File: src/rtl/nn_pkg.sv
// Shared definitions for the neural-network datapath: sequencer state encoding
// and the default accumulation-pass length.
package nn_pkg;

  localparam int N_READS_DEFAULT = 8;

  // One-hot so the AG and ALU benches can decode a state with a single bit test.
  typedef enum logic [4:0] {
    S_RST    = 5'b00001,
    S_CLR    = 5'b00010,
    S_READ   = 5'b00100,
    S_HOLD   = 5'b01000,
    S_FORGET = 5'b10000
  } state_e;

endpackage

File: src/rtl/control_unit.sv
// Top-level sequencer: clears the AG and ALU after reset, streams N_READS read
// strobes, then idles until a forget rising edge restarts a pass.
module control_unit
  import nn_pkg::*;
#(
  parameter int N_READS = N_READS_DEFAULT
) (
  input  logic clk,
  input  logic reset,
  input  logic forget,
  output logic AG_rst,
  output logic AG_read,
  output logic ALU_rst,
  output logic ALU_forget
);

  localparam int                CNT_W    = $clog2(N_READS + 1);
  localparam logic [CNT_W-1:0]  CNT_LAST = CNT_W'(N_READS - 1);

  state_e            state_q, state_d;
  logic [CNT_W-1:0]  cnt_q, cnt_d;
  logic              forget_q;
  logic              forget_rise;

  // forget_q clears on reset, so a level held through reset release reads as a rise.
  assign forget_rise = forget & ~forget_q;

  // NOTE: state registers use non-blocking assignments so every flop samples
  // pre-edge values; blocking here would create order-dependent simulation.
  always_ff @(posedge clk or negedge reset) begin
    if (!reset) begin
      state_q  <= S_RST;
      cnt_q    <= '0;
      forget_q <= 1'b0;
    end else begin
      state_q  <= state_d;
      cnt_q    <= cnt_d;
      forget_q <= forget;
    end
  end

  // NOTE: every variable gets a default before the case so no path leaves it
  // unassigned, which would otherwise infer a latch.
  always_comb begin
    state_d = state_q;
    cnt_d   = cnt_q;
    case (state_q)
      S_RST: state_d = S_CLR;
      S_CLR: begin
        state_d = S_READ;
        cnt_d   = '0;
      end
      S_READ: begin
        if (forget_rise) begin
          state_d = S_FORGET;
          cnt_d   = '0;
        end else if (cnt_q == CNT_LAST) begin
          state_d = S_HOLD;
          cnt_d   = '0;
        end else begin
          cnt_d = cnt_q + 1'b1;
        end
      end
      S_HOLD: begin
        if (forget_rise) state_d = S_FORGET;
      end
      S_FORGET: begin
        state_d = S_READ;
        cnt_d   = '0;
      end
      default: begin
        state_d = S_RST;
        cnt_d   = '0;
      end
    endcase
  end

  // Moore decode straight off the state register; illegal encodings drive the
  // same clears as S_RST while they recover on the next edge.
  always_comb begin
    AG_rst     = 1'b0;
    AG_read    = 1'b0;
    ALU_rst    = 1'b0;
    ALU_forget = 1'b0;
    case (state_q)
      S_CLR: begin
        AG_rst  = 1'b1;
        ALU_rst = 1'b1;
      end
      S_READ: AG_read = 1'b1;
      S_HOLD: ;
      S_FORGET: begin
        AG_rst     = 1'b1;
        ALU_forget = 1'b1;
      end
      default: begin
        AG_rst  = 1'b1;
        ALU_rst = 1'b1;
      end
    endcase
  end

endmodule

File: config.mk
export PLATFORM = sky130hd
export DESIGN_NAME = control_unit
export DESIGN_NICKNAME = d
export VERILOG_FILES = /design/src/rtl/nn_pkg.sv /design/src/rtl/control_unit.sv
export SDC_FILE = /design/constraint.sdc
export NUM_CORES = 1
export LEC_CHECK = 0
export CAP_MARGIN = 0
export CORE_AREA = 3 3 40 42
export DETAILED_ROUTE_END_ITERATION = 10
export DIE_AREA = 0 0 43 45
export GPL_TIMING_DRIVEN = 0
export SYNTH_ARGS = -nofsm -noshare
export SYNTH_HDL_FRONTEND = slang
export SYNTH_SLANG_ARGS = --single-unit
File: constraint.sdc
create_clock -name clk -period 2 [get_ports clk]
set_input_delay 0.2 -clock clk [delete_from_list [all_inputs] [get_ports clk]]
set_output_delay 0.2 -clock clk [all_outputs]
set_load 0.01 [all_outputs]
**After elaboration in Yosys (flattened, before gate mapping)**

Cells that the tools add are included.

- Bits in registers: 10
- Bits in latches: 0
- Bits in writable memories: 0
- ROM bits: 0
- Output and inout bits: 4
- Logic and storage cells: 30
- Memories kept: 0

- $add $sub $neg: 1
- $mul: 0
- Divide/modulo/power cells: 0
- $lt $le $gt $ge: 0
- Eq/ne operators: 8
- Shift-type cells: 0
- Muxes and demuxes: 11
- Bitwise logic cells: 2
- Reductions and logical operators: 5

Operator list:

| kind | count |
|---|---|
| 5-bit one-hot mux with 4 select lines | 1 |
| 5-bit 2-to-1 mux | 3 |
| 4-bit 2-to-1 mux | 2 |
| 4-bit one-hot mux with 2 select lines | 1 |
| 2-bit OR reduction | 3 |
| 5-bit by 1-bit == test with 1-bit output, second input constant | 1 |
| 5-bit by 2-bit == test with 1-bit output, second input constant | 1 |
| 5-bit by 3-bit == test with 1-bit output, second input constant | 1 |
| 5-bit by 4-bit == test with 1-bit output, second input constant | 1 |
| 5-bit == test, second input constant | 1 |
| 4-bit by 1-bit adder with 4-bit output, second input constant | 1 |
| 4-bit by 3-bit == test with 1-bit output, second input constant | 1 |
| 1-bit 2-to-1 mux | 4 |
| 3-bit inequality test, second input constant | 1 |
| 3-bit OR reduction | 1 |
| 2-bit inequality test, second input constant | 1 |
| 2-bit AND reduction | 1 |
| 1-bit bitwise AND | 1 |
| 1-bit NOT | 1 |

**Depth between registers and ports, before layout**

Gate-level depths: netlist of the first run.

- Depth after elaboration: 4
- Mapped depth: 4
- Gate-level depth less buffers: 4

**Least setup slack after synthesis of the first run**

Ideal clock, no wire load.

- Path kind: register to output
- Start point: reg state_q[0]
- End point: out ALU_rst
- Arrival time: 1.039 ns
- Path slack: 0.761 ns
- Stages on the path, launching flop included: 3
- Cells stage by stage: dfstp_2 > and4bb_2 > a21oi_1

- Cells in the longest elaborated chain, start to end: 3

Ends and longest elaborated chain:

| what | RTL line | source |
|---|---|---|
| start: declaration | control_unit.sv:20 | `state_e state_q, state_d;` |
| start signal: assignment | control_unit.sv:36 | `state_q <= state_d;` |
| 5-bit by 4-bit == test with 1-bit output (tied with other cells) | control_unit.sv:85 | `case (state_q)` |
| 3-bit OR reduction (no line) * | -- |  |
| 1-bit 2-to-1 mux * | control_unit.sv:85 |  |
| end: declaration | control_unit.sv:13 | `output logic ALU_rst,` |

Every way passes the cells marked *; elsewhere a longest branch is shown, timed or not.

**Worst setup path in the final report of the first run**

- Start point: reg state_q[4]
- End point: out AG_read

- Cells in the longest elaborated chain, start to end: 2

Ends and longest elaborated chain:

| what | RTL line | source |
|---|---|---|
| 5-bit by 3-bit == test with 1-bit output | control_unit.sv:85 |  |
| 1-bit 2-to-1 mux | control_unit.sv:85 |  |
| end: declaration | control_unit.sv:12 | `output logic AG_read,` |

Every way passes these cells.

==> summary by stage, run 1 <==
Run status
The flow ran to the end, and the final reports show no timing, DRC or antenna violations.

Placed design
Prior to clock tree synthesis, the placed netlist has a worst setup slack of approximately 280 ps. The half-perimeter wire length after detailed placement is approximately 700 µm. Once placement finished, the instance area stood at 581.8 µm².

The total of buffers placed on input and output ports is 6. The number of instances in the placed design is between 60 and 70. Routability-driven placement finished with a final weighted congestion of between 0.7 and 0.8.

Route
After detailed routing, the met2 layer carries between 400 and 500 µm of wire. The amount of wire on met3 after detailed routing is 40 µm. Detailed routing inserted a total of roughly 400 vias. The vias per cell is around 5.2. In this run, the number of DRC markers left after iteration 0 of detailed routing was 9.

The detailed router put a total of 461 µm of wire on met1. The number of design rule violations left after detail routing is 0. The total length of routed wires is 924 µm. The top metal layer carrying routed signals is met4.

Dividing the detail-routed wire length by the instance count gives between 10 and 15 µm. The detail route stage leaves a number of antenna-violating nets equal to 0. The first detailed-routing pass took 4 iterations.

Synth
The fraction of synthesized cell area taken by the top area cell type is roughly 45%. Sequential cells were found to cover between 50% and 60% of the synthesized design area. After synthesis the netlist holds a flip-flop and latch count of 10. By area the synthesized netlist is led by dfrtp_1 (45%), nand3_1 (6.0%), dfstp_2 (5.2%).

The most common cell in the synthesized netlist is dfrtp_1. Counting every net in the synthesized netlist gives 52. The netlist uses 24 different library cells. For this run, the number of Yosys warnings is 0.

The share of synthesized flip-flops with an asynchronous set or reset is between 90% and 100%. Sorting the synthesized cells by how often they occur yields dfrtp_1 (9), nand3_1 (6), nor2_1 (4). The cell type with the highest aggregate area in the netlist is dfrtp_1. The synthesized design contains 0 enable-type register cells. Dividing the synthesized area by the synthesized cell count gives between 10 and 15 µm². In the synthesized netlist, the number of instances is between 40 and 50. The post-synthesis instance area is between 500 and 600 µm².

Among all flip-flop cells after synthesis, the most frequent one is dfrtp_1.

STA
The actual transition at the worst max-transition pin is around 440 ps. In the post-route analysis, the smallest setup slack over all paths is about 95 ps. After routing, the total negative slack on setup checks comes to 0 ps. The relative max-transition margin is between 70% and 80%. The number of hold violations in the final report was 0. Final hold analysis gives a worst-case slack of between 200 and 250 ps. The number of pins with negative max-slew slack in the final report is 0. In the finished design, the share of the clock period the worst path needs comes to between 90% and 100%. Setup repair after global routing left no endpoint under its margin. Setup violations remaining at the end of the flow were counted as 0. The clock skew is slightly below 9 ps.

The time the final worst path needs with I/O delays and setup is around 1900 ps. Timing would allow up to 524.9 MHz.

Layout
Relative to the synthesized area, the layout overhead comes to 24.88%. For this run, the post-layout net count is 65. The final instance count without filler cells is 75. Cells fill 48.88% of the core in the end. After routing the design area is 628.1 µm². Of the cells placed in the final design, the portion with a size suffix greater than 1 is 16.67%.

The number of antenna diodes in the final layout is 0.

Clocking
Buffers inserted to repair hold after CTS numbered 0. The maximum level of the CTS H-tree is 1. Counting along the longest clock path gives a buffer depth of 2.

The TritonCTS clock tree is built. The cell sitting at the root of the clock tree is a clkbuf_4. Buffers inserted during clock tree synthesis total 3. The clock network latency to the later pin of the worst-skew pair is 260 ps. The total number of clock tree sinks is 10.

The clock-pin slew reported for the worst setup and hold paths after clock tree synthesis is 70 ps.

Global route
The first global-routing pass estimated 1.745 mm of wire. The number of global-route vias before repair is roughly 410. After global routing the overflow that remains totals 0. The initial antenna violation count is 0.

Entering global routing, the biggest net connects 11 pins. The overall global routing resource usage is about an eighth.

Worst setup path
In this run the worst path has a maximum fanout of 5. The critical path is of the flop to output pin type. The nature of the critical path startpoint is a flop. The category of the worst setup path capture point is an output pin. The required arrival time at the worst endpoint is about 1800 ps. The data arrival time of the critical path is about 1700 ps.

Floorplanning
For this configuration, the core starts out at a cell density of 39.14%. The overall die width is between 40 and 50 µm. After floorplanning, the core was sized to cover around 1300 µm². Measured along the y axis, the die boundary spans about 45 µm.

The total number of placement rows is 13. The number of top-level pins is 7. The die covers 1935 µm².

Power and ir drop
The maximum vdd ir drop is 0.5532 mV. The reported leakage power is 0.2956 nW. Dividing total power by cell area gives a power density of roughly 1200 nW/µm². The completed layout was analyzed and its total power is around 750 µW.

Min path
In this run the worst hold path is classified as primary input to async pin.

Job
The number of max-cap violations is 0.
timing repair:
action | 4_1_cts | 5_1_grt
setup buffers | 0 | 2
pin swaps | 1 | 1
gates resized for setup | 0 | 3
setup endpoints to repair | 1 | 2
layout make-up:
| class | count | area [µm²] |
|---|---|---|
| inverters | 1 | 3.754 |
| well taps | 15 | 18.77 |
| clock buffers | 4 | 26.28 |
| multi-input cells | 37 | 249.0 |
| flip-flops and latches | 10 | 252.7 |
| fillers | 125 | 656.9 |
| repair buffers | 8 | 77.57 |
final timing paths:
check | from | end | slack, ps | cells past startpoint
min | reset | cnt_q[2]$_DFFE_PN0N_ | 250 | 1
max in group asynchronous | reset | state_q[0]$_DFFE_PN1P_ | 1410 | 1
min in group clk | forget | forget_q$_DFF_PN0_ | 420 | 1
max reg2reg | state_q[0]$_DFFE_PN1P_ | cnt_q[3]$_DFFE_PN0N_ | 780 | 3
min reg2reg | cnt_q[1]$_DFFE_PN0N_ | cnt_q[1]$_DFFE_PN0N_ | 540 | 1
max | state_q[4]$_DFFE_PN0P_ | AG_read | 90 | 3
state kept, by name, summed over array words and instances, names as in the netlist:
register,flops
cnt_q,4
state_q,5
forget_q,1
metal layers:
layer | GRT usage, % | up-vias
met2 | 18.86 | 7
li1 | - | 196
met1 | 15.58 | 187
met3 | 3.586 | 2
met5 | 0 | -
met4 | 9.036 | 0
cell families (layout without fill, tap and decap cells):
group,count (synthesis),after routing,synth area share [%]
and+or+nand+nor,26,26,31.10
DFF,10,10,50.00
AOI/OAI and AO/OA,6,6,8.458
xor gates and xnor gates,3,3,5.225
adders and majority gates,1,1,2.487
muxes,1,1,1.990
buffers and inverters,1,13,0.7456
power by group:
part           switching [mW]  internal [mW]
Combinational           0.150          0.146
Clock                  0.0641         0.0768
Sequential             0.0586          0.253
worst max-delay path: stages (launching register included):
cell and delay (ps):
dfrtp_2 450, nor3_4 270, and2_4 200, clkdlybuf4s50_1 530
placed cells by master, fill, tap and decap left out, drive strengths merged, types with 3 or more instances in the layout:
| cell type | instances |
|---|---|
| dfrtp | 9 |
| nand3 | 6 |
| clkdlybuf4s50 | 5 |
| nor2 | 4 |
| clkbuf | 4 |
| nor2b | 3 |
| xor2 | 3 |
| nand2 | 3 |
No activity file was read; power rests on OpenSTA's default activity.
==> inputs of run 2 (changes only) <==
==> constraint.sdc (replaced) <==
create_clock -name clk -period 2.1 [get_ports clk]
set_input_delay 0.21 -clock clk [delete_from_list [all_inputs] [get_ports clk]]
set_output_delay 0.21 -clock clk [all_outputs]
set_load 0.02 [all_outputs]
==> run 2 against run 1 <==
  * Hold slack improved by 8.9 ps
  * Core utilization fell by 0.19 points
  * Clock power fell by 5%
  * Register-to-register slack improved by 110 ps
  * Die area did not move
  * Global-route usage did not move
  * Non-clock buffer count did not move
  * Clock skew barely moved
  * First-iteration DRC count did not move
  * Clock-buffer cell count did not move
  * Largest power group unchanged
==> summary by stage, run 2 (same netlist as run 1, synthesis figures left out) <==
Placed design
The total of buffers placed on input and output ports is 6. The half-perimeter wire length after detailed placement is between 600 and 700 µm. The global placer's final weighted congestion is approximately 0.77.

The placed instances occupy a cell area of slightly below 600 µm².

Global route
The first-pass GRT wire length is ~1.7 mm. The global-route congestion overflow total is 0. The initial antenna violation count is 0. The number of global-route vias before repair is 411.

The overall global routing resource usage is around an eighth. The maximum number of pins on one net before global-route repair is 11.

Worst setup path
STA classifies the critical path startpoint as a flop. The required arrival time at the worst endpoint is 1890 ps. The class of the most critical setup path is flop to output pin.

STA classifies the critical path endpoint as an output pin. The signal on the critical path passes through nor3_4 -> and2_2 -> clkdlybuf4s50_1. The cell family contributing the most delay on the critical path is buffers and inverters. The critical path buffer and inverter count is 1. On the worst path, the slowest cell contributes a delay of 600 ps. In this run the worst path has a maximum fanout of 5.

The largest individual stage delay along the critical path comes from the cell clkdlybuf4s50_1. Data arrives at the worst endpoint at roughly 1800 ps.

STA
Clock skew on the completed layout was measured at 8.770 ps. The actual transition at the worst max-transition pin is 442.9 ps. The portion of the clock cycle consumed by the worst path in the final layout is 95.13%.

Summed over all failing endpoints, the final setup total negative slack is 0 ps. Counting I/O delays and the setup requirement, the final critical path takes approximately 2000 ps. Setup violations remaining at the end of the flow were counted as 0. The number of hold violations in the final report is 0.

Setup repair after global routing left no endpoint under its margin. Static timing analysis puts the maximum clock frequency at between 500 and 600 MHz. Measured against its own limit, the worst slew margin works out to 70.38%. The number of pins with negative max-slew slack in the final report is 0. Final hold analysis gives a worst-case slack of approximately 250 ps.

Clocking
After clock tree synthesis, the flow added hold-fix buffers numbering 0. The maximum level of the CTS H-tree is 1. The clock-pin slew reported for the worst setup and hold paths after clock tree synthesis is around 70 ps. For this design, the sink count on the clock tree is 10. In this run the clock root is driven by a clkbuf_4. Buffers inserted during clock tree synthesis total 3. The clock network latency to the later pin of the worst-skew pair is 260 ps. The maximum buffer depth of the clock tree is 2. The TritonCTS clock tree is built.

Floorplanning
The core region is 1285 µm². The overall die width is 43 µm. In this run the core area contains 13 standard-cell rows. The chip height is between 40 and 50 µm. The number of top-level pins is 7. The die area is slightly below 2000 µm². The starting density of the core is slightly below 40%.

Power and ir drop
The maximum vdd ir drop is 0.5367 mV. Summed over all nets, the switching power comes to around 270 µW. The sequential share of power is approximately two fifths. After layout, the design draws a total of about 720 µW. Summed over all cells, the static leakage comes to around 0.3 nW. The share of total power dissipated in the clock network is a little under a fifth.

The internal power consumption is 452.5 µW. Of the total power, the share spent switching nets is between 30 and 40%. For this design the ratio of total power to cell area is 1154 nW/µm². Combinational logic burns between 40% and 50% of the power.

Route
The count of nets left with antenna violations once routing finished came out at 0. The total length of routed wires is 919 µm. In this run, the number of DRC markers left after iteration 0 of detailed routing was 9. The number of search-and-repair iterations in the first detailed-routing pass is 4. The number of design rule violations left after detail routing is 0. Dividing the detail-routed wire length by the instance count gives 12.25 µm. The routed layout has ~400 vias.

Using the TritonRoute via totals, the vias-per-cell ratio works out to 5.280.

Run status
The flow ran to the end, and the final reports show no timing, DRC or antenna violations.

Layout
The area overhead of the layout relative to synthesis is 24.38%. The largest register by flop count is state_q. Summing all non-filler instances in the final layout gives an area of roughly 630 µm². In the layout the commonest cells are dfrtp_1 (9), nand3_1 (6), clkdlybuf4s50_1 (5), nor2_1 (4).

The sequential cells in the finished layout cover a total of between 200 and 300 µm². In the final layout, the registers with the most flip-flops are state_q x5, cnt_q x4, forget_q x1. The post-route netlist has ~15% of its cells at a drive strength greater than 1.

The fill cell instance count of the final layout is roughly 130. Summing all multi-input logic gate instances after layout gives between 200 and 250 µm². The number of flip-flops under the largest register name is 5. The most common cell after layout, fill and taps aside is dfrtp_1. In the final design database the tool counted 65 nets. The number of antenna diodes in the final layout is 0.

Min path
The class of the most critical hold timing path is primary input to async pin.

Job
The number of max-cap violations is 0.
## run 2: cell count changes in the layout (fill, tap and decap cells not counted)
| cell | change |
|---|---|
| and2_2 | +1 |
| and2_4 | -1 |
| dfrtp_2 | -1 |
| dfrtp_1 | +1 |
## run 2: worst paths after layout
path                            cells past startpoint                     end  slack [ps]                    from
worst max register to register                      3    cnt_q[3]$_DFFE_PN0N_         890  state_q[0]$_DFFE_PN1P_
worst min-delay path                                1    cnt_q[2]$_DFFE_PN0N_         250                   reset
worst min register to register                      1    cnt_q[1]$_DFFE_PN0N_         540    cnt_q[1]$_DFFE_PN0N_
max in group asynchronous                           1  state_q[0]$_DFFE_PN1P_        1500                   reset
min in group clk                                    1      forget_q$_DFF_PN0_         430                  forget
worst max-delay path                                3                 AG_read         100  state_q[4]$_DFFE_PN0P_
## run 2: worst reg2reg max path, stage by stage, from the launching register on
cell and delay, ps:
dfstp_2 580, xor2_1 240, and2_1 200, o2bb2ai_1 120
## run 2: final cells by class
cell class                      instances  share of cell area, %
Clock buffer                            4                  4.200
Inverter                                1                 0.6000
Multi-Input combinational cell         37                  39.60
Sequential cell                        10                  40.20
Tap cell                               15                  3.000
Timing Repair Buffer                    8                  12.40
## run 2: stage by stage
step / std cells / setup WS [ps] / util, %
floorplan: 48 / 677.4 / -
global placement: 69 / 286.2 / 45.28
detailed placement: 69 / 304.8 / 45.28
CTS: 73 / 14.47 / 47.32
global route: 75 / 3.418 / 48.69
finish: 75 / 102.3 / 48.69
## run 2: what timing repair did
item / in CTS / in global routing
buffers inserted: 0 / 2
gates resized for setup: 0 / 1
endpoints found under the setup margin: 0 / 2
## run 2: layer usage
metal	track usage (%)	share of wire [%]	wire [µm]
met5	0	0	0
met4	9.036	2.9	27
met3	3.586	4.7	43
met2	18.86	43	398
met1	15.58	49	450
## run 2: power groups by stage
stage | sequential (mW) | combinational [mW] | clock [mW]
after global placement | 0.300 | 0.261 | 0
final | 0.296 | 0.292 | 0.134
after global routing | 0.303 | 0.333 | 0.154
after floorplan | 0.289 | 0.189 | 0
after detailed placement | 0.299 | 0.260 | 0
after CTS | 0.297 | 0.263 | 0.142
==> inputs of run 3 (changes only) <==
--- a/config.mk
+++ b/config.mk
@@ -9,7 +9,7 @@
 export CORE_AREA = 3 3 40 42
 export DETAILED_ROUTE_END_ITERATION = 10
 export DIE_AREA = 0 0 43 45
-export GPL_TIMING_DRIVEN = 0
+export SETUP_SLACK_MARGIN = 0.4
 export SYNTH_ARGS = -nofsm -noshare
 export SYNTH_HDL_FRONTEND = slang
 export SYNTH_SLANG_ARGS = --single-unit
==> run 3 against run 2 <==
  * Clock-buffer cell count is the same
  * Global-route usage down 0.94 points
  * Maximum frequency rose by 21%
  * Hold slack worse by 5.3 ps
  * Clock power up 29%
  * Total power is 5.3% higher
  * Worst setup slack better by 350 ps
  * Clock skew decreased by 8.5 ps
  * Cell count is the same
  * Critical path depth unchanged
  * Sequential power about the same
  * Non-clock buffer count stayed put
==> summary by stage, run 3 (same netlist as run 1, synthesis figures left out) <==
Layout
The number of flip-flops under the largest register name is 5. state_q holds more flip-flops than any other register. 0 antenna diodes ended up in the layout. The share of layout cells above drive strength 1 is 26.67%.

The area overhead of the layout relative to synthesis is 24.88%. The largest registers in the layout are state_q x5, cnt_q x4, forget_q x1. Leaving out fill and tap cells, the most frequent cells in the layout are dfrtp_1 (8), nand3_1 (6), nor2_1 (4). The library cell used most frequently in the layout, excluding fill and tap cells, is dfrtp_1. The final-stage net count is 65.

Route
For this run, design rule violations remaining after detail routing come to 0. Dividing the detail-routed via count by the number of cells gives 5.187. In this run, the number of DRC markers left after iteration 0 of detailed routing was 4. For this block, the via count after detailed routing is roughly 390. In this run the remaining antenna-violating nets after routing total 0. The first TritonRoute pass finished after 2 iterations. For this block, the routed nets add up to slightly above 900 µm of wire.

After detailed routing, the average wire length per cell comes to roughly 12 µm.

Clocking
The tree is rooted in a clkbuf_4. Hold repair after CTS inserted 0 buffers. Counting every sink on the clock net gives 10. Clock-pin slew was measured on the worst setup and hold paths at 70 ps. Counting the buffers created by CTS gives 3. The TritonCTS clock tree is built. The maximum level of the CTS H-tree is 1. At the later pin of the worst-skew pair, clock insertion delay measures between 200 and 300 ps. Counting along the longest clock path gives a buffer depth of 2.

Worst setup path
The nature of the critical path startpoint is a flop. The data arrival time of the critical path is between 1000 and 1500 ps. For flop-to-flop paths, the worst setup slack is ~880 ps. The critical register-to-register path startpoint is state_q[0]$_DFFE_PN1P_.

The critical path is of the flop to output pin type. Tracing the worst setup path back leads to its startpoint at state_q[4]$_DFFE_PN0P_. For the worst flop-to-flop path, the logic depth is 3. The largest driver fanout on the critical path is 5.

The worst setup path is captured at an output pin. The most critical setup path has its endpoint at AG_read. The critical register-to-register path endpoint is cnt_q[3]$_DFFE_PN0N_. The required arrival time at the worst endpoint is 1890 ps.

Global route
The global-route congestion overflow total is 0. The overall global routing resource usage is around an eighth. Entering global routing, the biggest net connects 11 pins. The first global-routing pass estimated around 1.6 mm of wire. The initial antenna violation count is 0. The number of global-route vias before repair was between 300 and 400.

STA
The number of pins with negative max-slew slack in the final report is 0. In the final timing run, aggregate negative setup slack is 0 ps. In the finished design, the share of the clock period the worst path needs comes to between 70% and 80%. Setup repair after global routing could not meet its margin everywhere. After layout, the worst setup slack is 452.1 ps. The relative max-transition margin is 70.75%.

Static timing analysis puts the maximum clock frequency at slightly above 600 MHz. At the pin with the least slew margin, the transition time is about 440 ps. For the finished layout, the period the worst path requires is ~1600 ps. The number of hold violations in the final report is 0.

The number of setup violations in the final report is 0. The clock skew is about 0.28 ps.

Power and ir drop
The internal power consumption is about 480 µW. VDD sags by at most 0.4766 mV. For this design the ratio of total power to cell area is 1210 nW/µm². Sequential cells burn slightly below 40% of the power. The switching power of the nets is ~280 µW. Of the total power, combinational logic draws around two fifths. Summed over all cells, the static leakage comes to 0.3017 nW.

In this run, the clock network consumes a little under a quarter of the power. Of the total power, the share spent switching nets is 36.80%.

Job
Across the run, the number of max-cap violations was 0.

Placed design
Timing analysis after detailed placement gives a worst setup slack of about 350 ps. The total of buffers placed on input and output ports is 6. Detailed placement finished with a half-perimeter wire length of between 600 and 700 µm. Routability-driven placement finished with a final weighted congestion of ~0.84.

Floorplanning
Measured along the x axis, the die boundary spans around 43 µm. The initial utilization of the core area, before any placement, comes to 39.14%. The die area is between 1500 and 2000 µm².

The placeable core region is approximately 1300 µm². The floorplan has 13 rows. Measured along the y axis, the die boundary spans between 40 and 50 µm.

For this design the top-level I/O count stands at 7.

Min path
The min-delay analysis places its worst path in the category primary input to async pin.

Run status
The run finished with clean final reports.
-- run 3: worst max-delay path, cell delays in order (launching register included) --
cell and delay (ps):
dfrtp_2 450, nor3_4 220, and2_2 200, clkdlybuf4s15_1 300
-- run 3: area by class of cell --
class | instances | area [µm²]
clock buffer | 4 | 36.28
fill | 126 | 656.9
inverter | 1 | 3.754
multi-input combinational | 37 | 254.0
sequential | 10 | 252.7
tap | 15 | 18.77
timing repair buffer | 8 | 62.56
-- run 3: worst min-delay path by stage --
stage | to | slack [ps] | cells after the start
finish | cnt_q[2]$_DFFE_PN0N_ | 250 | 1
global route | state_q[2]$_DFFE_PN0P_ | 270 | 1
global placement | cnt_q[3]$_DFFE_PN0N_ | 520 | 1
floorplan | cnt_q[0]$_DFFE_PN0N_ | -90 | 0
CTS | cnt_q[2]$_DFFE_PN0N_ | 260 | 1
detailed placement | cnt_q[1]$_DFFE_PN0N_ | 520 | 1
-- run 3: what timing repair did --
action	4_1_cts	5_1_grt
setup buffers	0	1
pin swaps	0	1
endpoints found under the setup margin	4	4
resized for setup	12	5
-- run 3: per-stage QoR --
step / utilization (%) / area, µm² / std cells / hold slack [ps] / total power, mW
after CTS: 48.49 / 623.1 / 74 / 261.0 / 0.7436
after global placement: 45.86 / 589.3 / 70 / 516.6 / 0.5801
after floorplan: - / 503.0 / 48 / -85.59 / 0.4777
after global routing: 48.88 / 628.1 / 75 / 266.1 / 0.8258
after detailed placement: 45.86 / 589.3 / 70 / 523.5 / 0.5731
final: 48.88 / 628.1 / 75 / 248.9 / 0.7601
-- run 3: metal layers --
layer | global-route usage [%] | routed length (µm) | vias to the layer above
met2 | 17.66 | 397 | 7
met1 | 13.78 | 448 | 183
li1 | - | - | 197
met4 | 10.84 | 27 | 0
met3 | 2.390 | 36 | 2
met5 | 0 | 0 | -
-- run 3: power groups by stage --
stage | Combinational (mW) | Clock, mW | Sequential, mW
floorplan | 0.189 | 0 | 0.289
global placement | 0.280 | 0 | 0.300
detailed placement | 0.273 | 0 | 0.300
CTS | 0.268 | 0.179 | 0.297
global route | 0.330 | 0.192 | 0.304
finish | 0.290 | 0.173 | 0.297
